[src/rtl/lsu_arbiter.sv]
`default_nettype none
// ============================================================================
// Module   : lsu_arbiter
// Brief    : Single-outstanding memory port arbiter between instruction fetch
//            and the load/store data path, with fetch starvation protection.
// Revision : 1.0
// ============================================================================
module lsu_arbiter #(
    parameter int ADDR_W       = 64,
    parameter int DATA_W       = 64,
    parameter int STARVE_LIMIT = 4
) (
    input  logic              clk,
    input  logic              rst,
    input  logic              fetch_req,
    input  logic [ADDR_W-1:0] fetch_addr,
    output logic              fetch_ack,
    output logic              fetch_done,
    output logic [DATA_W-1:0] fetch_rdata,
    input  logic              data_req,
    input  logic              data_we,
    input  logic [ADDR_W-1:0] data_addr,
    input  logic [DATA_W-1:0] data_wdata,
    input  logic [1:0]        data_size,
    output logic              data_ack,
    output logic              data_done,
    output logic [DATA_W-1:0] data_rdata,
    output logic              mem_req,
    output logic              mem_we,
    output logic [ADDR_W-1:0] mem_addr,
    output logic [DATA_W-1:0] mem_wdata,
    output logic [1:0]        mem_size,
    input  logic              mem_ready,
    input  logic              mem_done,
    input  logic [DATA_W-1:0] mem_rdata,
    output logic              busy,
    output logic              owner
);

    localparam int                 c_CNT_W = (STARVE_LIMIT < 1) ? 1 : $clog2(STARVE_LIMIT + 1);
    localparam logic [c_CNT_W-1:0] c_LIMIT = c_CNT_W'(STARVE_LIMIT);

    localparam logic [1:0] c_IDLE  = 2'd0;
    localparam logic [1:0] c_ISSUE = 2'd1;
    localparam logic [1:0] c_WAIT  = 2'd2;
    localparam logic [1:0] c_RESP  = 2'd3;

    logic [1:0]         r_state;
    logic [c_CNT_W-1:0] r_starve;
    logic               w_fetch_wins;
    logic               w_complete;

    // Data has priority unless fetch is alone or has been passed over too often.
    assign w_fetch_wins = fetch_req & (~data_req | (r_starve >= c_LIMIT));
    assign w_complete   = ((r_state == c_ISSUE) & mem_ready & mem_done) |
                          ((r_state == c_WAIT) & mem_done);
    assign busy         = (r_state != c_IDLE);

    always_ff @(posedge clk) begin
        if (rst) begin
            r_state     <= c_IDLE;
            r_starve    <= '0;
            fetch_ack   <= 1'b0;
            data_ack    <= 1'b0;
            fetch_done  <= 1'b0;
            data_done   <= 1'b0;
            fetch_rdata <= '0;
            data_rdata  <= '0;
            mem_req     <= 1'b0;
            mem_we      <= 1'b0;
            mem_addr    <= '0;
            mem_wdata   <= '0;
            mem_size    <= 2'd0;
            owner       <= 1'b0;
        end else begin
            fetch_ack  <= 1'b0;
            data_ack   <= 1'b0;
            fetch_done <= 1'b0;
            data_done  <= 1'b0;

            case (r_state)
                c_IDLE: begin
                    if (fetch_req | data_req) begin
                        r_state <= c_ISSUE;
                        mem_req <= 1'b1;
                        owner   <= ~w_fetch_wins;
                        if (w_fetch_wins) begin
                            fetch_ack <= 1'b1;
                            mem_we    <= 1'b0;
                            mem_size  <= 2'd3;
                            mem_addr  <= fetch_addr;
                            mem_wdata <= '0;
                            r_starve  <= '0;
                        end else begin
                            data_ack  <= 1'b1;
                            mem_we    <= data_we;
                            mem_size  <= data_size;
                            mem_addr  <= data_addr;
                            mem_wdata <= data_wdata;
                            if (fetch_req && (r_starve < c_LIMIT)) begin
                                r_starve <= r_starve + 1'b1;
                            end
                        end
                    end
                end
                c_ISSUE: begin
                    if (mem_ready) begin
                        mem_req <= 1'b0;
                        r_state <= mem_done ? c_RESP : c_WAIT;
                    end
                end
                c_WAIT: begin
                    if (mem_done) begin
                        r_state <= c_RESP;
                    end
                end
                default: begin
                    r_state <= c_IDLE;
                end
            endcase

            // Read data is captured on the completing edge so it is valid with done.
            if (w_complete) begin
                if (owner) begin
                    data_done  <= 1'b1;
                    data_rdata <= mem_rdata;
                end else begin
                    fetch_done  <= 1'b1;
                    fetch_rdata <= mem_rdata;
                end
            end
        end
    end

endmodule
`default_nettype wire

[config.mk]
export PLATFORM = sky130hd
export DESIGN_NAME = lsu_arbiter
export DESIGN_NICKNAME = d
export VERILOG_FILES = /design/src/rtl/lsu_arbiter.sv
export SDC_FILE = /design/constraint.sdc
export NUM_CORES = 1
export LEC_CHECK = 0
export CORE_AREA = 3 3 207 209
export CTS_CLUSTER_DIAMETER = 150
export DETAILED_ROUTE_END_ITERATION = 6
export DIE_AREA = 0 0 210 212
export GPL_TIMING_DRIVEN = 0
export PLACE_DENSITY = 0.62
export SYNTH_ARGS = -nofsm -noshare
export SYNTH_HDL_FRONTEND = slang
export SYNTH_SLANG_ARGS = --single-unit
[constraint.sdc]
create_clock -name clk -period 2.3 [get_ports clk]
set_clock_uncertainty 0.15 [all_clocks]
set_input_delay 0.46 -clock clk [delete_from_list [all_inputs] [get_ports clk]]
set_output_delay 0.46 -clock clk [all_outputs]
set_load 0.01 [all_outputs]
# --- Yosys cells after proc, flatten, opt, wreduce, memory -nomap -nowiden ---
# Index checks and enable logic that the tools add are counted.
classes:
  add_sub_neg: 1
  n_lt_le_gt_ge: 2
  n_eq_ne: 5
  n_mux: 18
  bitwise: 13
  reduce_logical: 13
ops:
  columns: ["operator", "count"]
  rows:
  - ["$mux 64", 2]
  - ["$reduce_and 3->1", 3]
  - ["$mux 1", 8]
  - ["$mux 2", 4]
  - ["$mux 3", 2]
  - ["$ne 2x2->1 const B", 3]
  - ["$not 1->1", 6]
  - ["$pmux 2 s3", 1]
  - ["$reduce_and 2->1", 3]
  - ["$reduce_bool 2->1", 3]
  - ["$and 1x1->1", 4]
  - ["$add 3x1->3 const B", 1]
  - ["$ge 3x3->1 const B", 1]
  - ["$lt 3x3->1 const B", 1]
  - ["$or 1x1->1", 3]
  - ["$reduce_or 3->1", 1]
  - ["$eq 2x1->1 const B", 1]
  - ["$eq 2x2->1 const B", 1]
  - ["$logic_not 2->1", 1]
  - ["$pmux 1 s2", 1]
  - ["$reduce_or 2->1", 1]
  - ["$logic_and 1x1->1", 1]
word_totals:
  register_bits: 270
  input_bits: 265
  output_inout_bits: 266

# --- Logic depth before layout (Yosys ltp) ---
depth:
  word_depth: 6
  depth_mapped: 9

# --- Worst setup path after synthesis ---
# OpenSTA, ideal clock, no wires.
synth_timing:
  path_kind: "register -> register"
  start: "register r_state[0]"
  end: "register r_state[0]"
  arrival_time_ns: 1.514
  required_time_ns: 2.029
  slack_ns: 0.515
  stages_incl_launch_ff: 6
  cell_sequence: "dfxtp_1 -> inv_1 -> ha_1 -> buf_2 -> a222oi_1 -> mux2_2"
synth_via:
  elab_chain_len: 3
  elab_cells_between_ends: 8
  classes_between: "eq/ne: 5; mux: 1; reduce/logical: 2"
synth_lines:
  columns: ["item", "line", "source"]
  rows:
  - ["start: declaration", "48", "logic [1:0] r_state;"]
  - ["start signal: assignment", "61", "r_state <= c_IDLE;"]
  - ["start signal: assignment", "84", "r_state <= c_ISSUE;"]
  - ["start signal: assignment", "109", "r_state <= mem_done ? c_RESP : c_WAIT;"]
  - ["$eq 2x2->1 (tied with other cells)", "81", "case (r_state)"]
  - ["$ne 2x2->1 (no source line)", null, null]
  - ["$reduce_and 3->1 (no source line)", null, null]
# Several ways; a longest one is shown, not always the timed one.
# A chain may end at the register's enable or synchronous reset.

# --- Worst setup path in the final report ---
layout_timing:
  start: "input port rst"
  end: "register mem_addr[12]"
layout_rtl:
  columns: ["item", "line", "source"]
  rows:
  - ["start: declaration", "14", "input logic rst,"]
  - ["end signal: assignment", "91", "mem_addr <= fetch_addr;"]
  - ["end signal: assignment", "98", "mem_addr <= data_addr;"]
  - ["end: declaration", "30", "output logic [ADDR_W-1:0] mem_addr,"]
# No word-level cell between the ends.

==> results.txt <==
----------------------------------------------------
[Detailed routing]
  Post-detailed-routing wire length ... 45.4 mm
  Final antenna-violating net count ... 0
  Via Count ... 10900
  Vias per std cell ... 4.82
  Routed wire length per instance ... 20.0 um
  TritonRoute pass-1 iters ... 5
  First-iteration detailed-routing DRC count ... 734
  DRC errors left ... 0

[Timing]
  Worst hold slack across all endpoints ... 0.304 ns
  Final setup fails ... 0
  Worst slew margin ... 58.4%
  Maximum clock frequency ... 0.460 GHz
  Share of the clock period used by the worst path after layout ... 94.6%
  Post-layout minimum cycle time ... 2.18 ns
  Final Worst Setup Slack ... 0.125 ns
  Unrepaired setup endpoints after global routing ... false
  Final total negative setup slack ... 0 ns
  Hold Vio Cnt, Final ... 0
  Worst Tran Pin Value ... 0.617 ns
  Pins Over Slew Limit ... 0

[Die]
  Initial Utilization ... 26.5%
  FP Rows ... 74
  Chip Height ... 212 um
  Io pins ... 531
  Floorplan core area ... 41000 um2
  Die outline width ... 210 um
  Total Die Area ... 44500 um2

[Setup path]
  Worst Path Buf+Inv ... 4
  WP data arrival ... 2.44 ns
  Largest delay contributor family on the critical path ... buffers and inverters
  Kind of start point of the critical path ... input port
  Slowest stage delay, CP ... 0.64 ns
  Series of cell instances along the critical path ... clkdlybuf4s50_1 -> buf_2 -> clkbuf_2 -> clkbuf_1 -> a311oi_1
  Logic depth of the worst register-to-register path ... 7
  Worst R2R Setup Slack ... 0.14 ns
  Type of the worst setup path ... in -> reg
  Capturing point of the worst reg2reg path ... data_rdata[47]
  Category of the worst setup path capture point ... register
  Slowest cell on crit path ... sky130_fd_sc_hd__clkdlybuf4s50_1
  Maximum fanout count along the critical path ... 10
  Critical path data required time ... 2.57 ns
  Worst reg2reg path startpoint ... r_state[1]

[Synthesis]
  Net count after synthesis ... 1422
  Number of register bits inferred by synthesis ... 270
  Leading area contributor after synthesis ... sky130_fd_sc_hd__dfxtp_1
  Syn_area_per_cell ... 9.45 um2
  Share of synthesized area occupied by flip-flops and latches ... 49.6%
  Share of Yosys cell area claimed by the top area cell type ... 49.6%
  Number of warning messages in the yosys log ... 0
  Most used standard cell by instance count after synthesis ... sky130_fd_sc_hd__dfxtp_1
  Post-Syn Area ... 10900 um2
  Cell types occupying the most area after synthesis ... sky130_fd_sc_hd__dfxtp_1 (50%), sky130_fd_sc_hd__o21ai_0 (8.3%), sky130_fd_sc_hd__nand2b_1 (7.7%)
  Ys async rst share ... 0%
  Top cells by count, synth ... sky130_fd_sc_hd__dfxtp_1 (270), sky130_fd_sc_hd__o21ai_0 (180), sky130_fd_sc_hd__nand2b_1 (134)
  Post-Synthesis Cells ... 1152
  Netlist cell types ... 34
  Post-synth top flop ... sky130_fd_sc_hd__dfxtp_1
  EDFF count, synth ... 0

[Clock network]
  CTS tree ... built
  Max clock buf depth ... 3
  H-Tree Depth ... 1
  TritonCTS Sinks ... 270
  Number of clock buffers inserted by TritonCTS ... 31
  Number of buffers inserted by hold repair at cts ... 0
  Clock insertion delay at the later pin of the skew report ... 0.56 ns
  Clock edge transition at the registers on the reported setup and hold paths ... 0.06 ns
  Clock Root Buffer ... sky130_fd_sc_hd__clkbuf_16

[Power]
  Fraction of power spent switching nets ... 31.9%
  Switching power summed over all nets ... 5.24 mW
  Clock Power Share ... 30.0%
  Logic pwr share ... 33.0%
  Sequential share of power ... 37.1%
  Largest voltage drop on the vdd net ... 0.463 mV
  Power density over cell area ... 919 nW/um2
  Total internal power ... 11.2 mW
  Sum of internal, switching and leakage power ... 16.4 mW
  Static Leakage ... 6.43 nW

[Placed design]
  HPWL after DPL ... 34.9 mm
  Number of instances in the placed design ... 2213
  Cell area reported after detailed placement ... 16800 um2
  Pre-CTS setup slack ... -0.751 ns
  Last weighted congestion value of the routability-driven placer ... 0.824
  Port-buffer cells ... 529

[Global routing]
  GRT Total Usage ... 19.0%
  Maximum number of pins on one net before global-route repair ... 16
  Number of global-route vias before repair ... 11100
  Congestion Overflow GR ... 0
  Initial antenna violation count ... 2
  Global-route wire length before repair ... 66.9 mm

[Cells and area]
  Net total in the final layout ... 1982
  Number of fill cells in the layout ... 4048
  Layout Area Growth over Synthesis ... 64.0%
  Share of the core filled with cells in the final layout ... 43.5%
  Total non-filler cell area in the finished layout ... 17900 um2
  Fraction of final layout cells with drive strength greater than 1 ... 7.20%
  Number of standard cells in the final layout excluding fillers ... 2269

[Worst hold path]
  Startpoint of the tightest hold check path ... mem_wdata[0]
  Cell depth of the worst min-delay path ... 2
  Endpoint, Worst Hold ... mem_wdata[0]
  Kind of path behind the tightest hold check ... reg -> reg

[Flow run]
  Max_cap viols ... 0

[Run status]
  Status ... finished clean

----------------------------------------------------
==> cell type report <==
type	instances	area, um2	area share, %
Antenna cell	1	2.50	0.0140
Buffer	113	539	3.02
Clock buffer	47	886	4.96
Clock inverter	10	108	0.602
Inverter	6	22.5	0.126
Multi-Input combinational cell	761	4930	27.6
Sequential cell	270	5410	30.3
Tap cell	532	666	3.73
Timing Repair Buffer	529	5290	29.6
==> worst reg2reg max path, delay by kind of cell, from the launching register on <==
kind / cells / cell delay (ns)
multiplexers: 1 / 0.22
AND/OR/NAND/NOR: 1 / 0.33
buffers and inverters: 3 / 0.51
adder cells (fa/ha/maj): 1 / 0.30
AO/OA/AOI/OAI: 1 / 0.24
flip-flops: 1 / 0.34
==> cell families (layout without fill, tap and decap cells) <==
logic type	count (synthesis)	in the layout	synth area share, %
simple gates	352	352	17.7
fa+ha+maj	5	5	0.575
buf+inv	121	705	5.18
other cells	0	1	0
flops	270	270	49.6
compound gates	338	338	20.8
mux	66	66	6.08
==> repair_timing <==
| action | in CTS | in global routing |
|---|---|---|
| resized for setup | 9 | 9 |
| hold endpoints to repair | 0 | 0 |
| setup endpoints to repair | 152 | 116 |
| buffers inserted | 0 | 0 |
| pin swaps | 0 | 0 |
==> placed cells by master, fill, tap and decap left out, types with 53 or more instances in the layout <==
| cell | count |
|---|---|
| sky130_fd_sc_hd__nand3_1 | 65 |
| sky130_fd_sc_hd__nor2b_1 | 64 |
| sky130_fd_sc_hd__o21ai_0 | 180 |
| sky130_fd_sc_hd__clkdlybuf4s50_1 | 527 |
| sky130_fd_sc_hd__mux2i_1 | 65 |
| sky130_fd_sc_hd__a311oi_1 | 53 |
| sky130_fd_sc_hd__nor2_1 | 70 |
| sky130_fd_sc_hd__nand2b_1 | 134 |
| sky130_fd_sc_hd__a22o_1 | 63 |
| sky130_fd_sc_hd__clkbuf_1 | 65 |
| sky130_fd_sc_hd__dfxtp_1 | 267 |
==> sequential cells by signal, indices dropped and copies added (netlist names), 2 cells and up <==
signal,count
mem_size,2
mem_wdata,64
fetch_rdata,64
r_starve,3
r_state,2
mem_addr,64
data_rdata,64
==> power by group through the flow <==
stage                     combinational, mW  clock, mW  sequential (mW)
after floorplan                        1.94          0             6.50
after global placement                 5.38          0             6.14
after detailed placement               5.42          0             6.17
after CTS                              5.45       5.03             6.08
after global routing                   5.80       5.21             6.18
final                                  5.41       4.92             6.09
==> per-layer routing <==
metal	up-vias	track usage, %	routed length [um]
met5	-	0	12
met4	2	4.81	1070
met3	72	6.51	3970
met2	441	33.2	22000
met1	5206	22.4	18300
li1	5205	-	-
==> worst max-delay path by stage <==
stage | to | start | slack, ns | cells past startpoint
2_1_floorplan | r_state[0] | r_state[0] | 0.52 | 5
5_1_grt | fetch_rdata[11] | r_state[1] | 0.007 | 7
4_1_cts | busy | r_state[0] | 0.006 | 5
3_3_place_gp | mem_addr[7] | rst | -0.70 | 5
6_report | mem_addr[12] | rst | 0.12 | 5
3_5_place_dp | mem_addr[5] | rst | -0.75 | 5
Note: power is estimated with default switching activity, not from simulation.
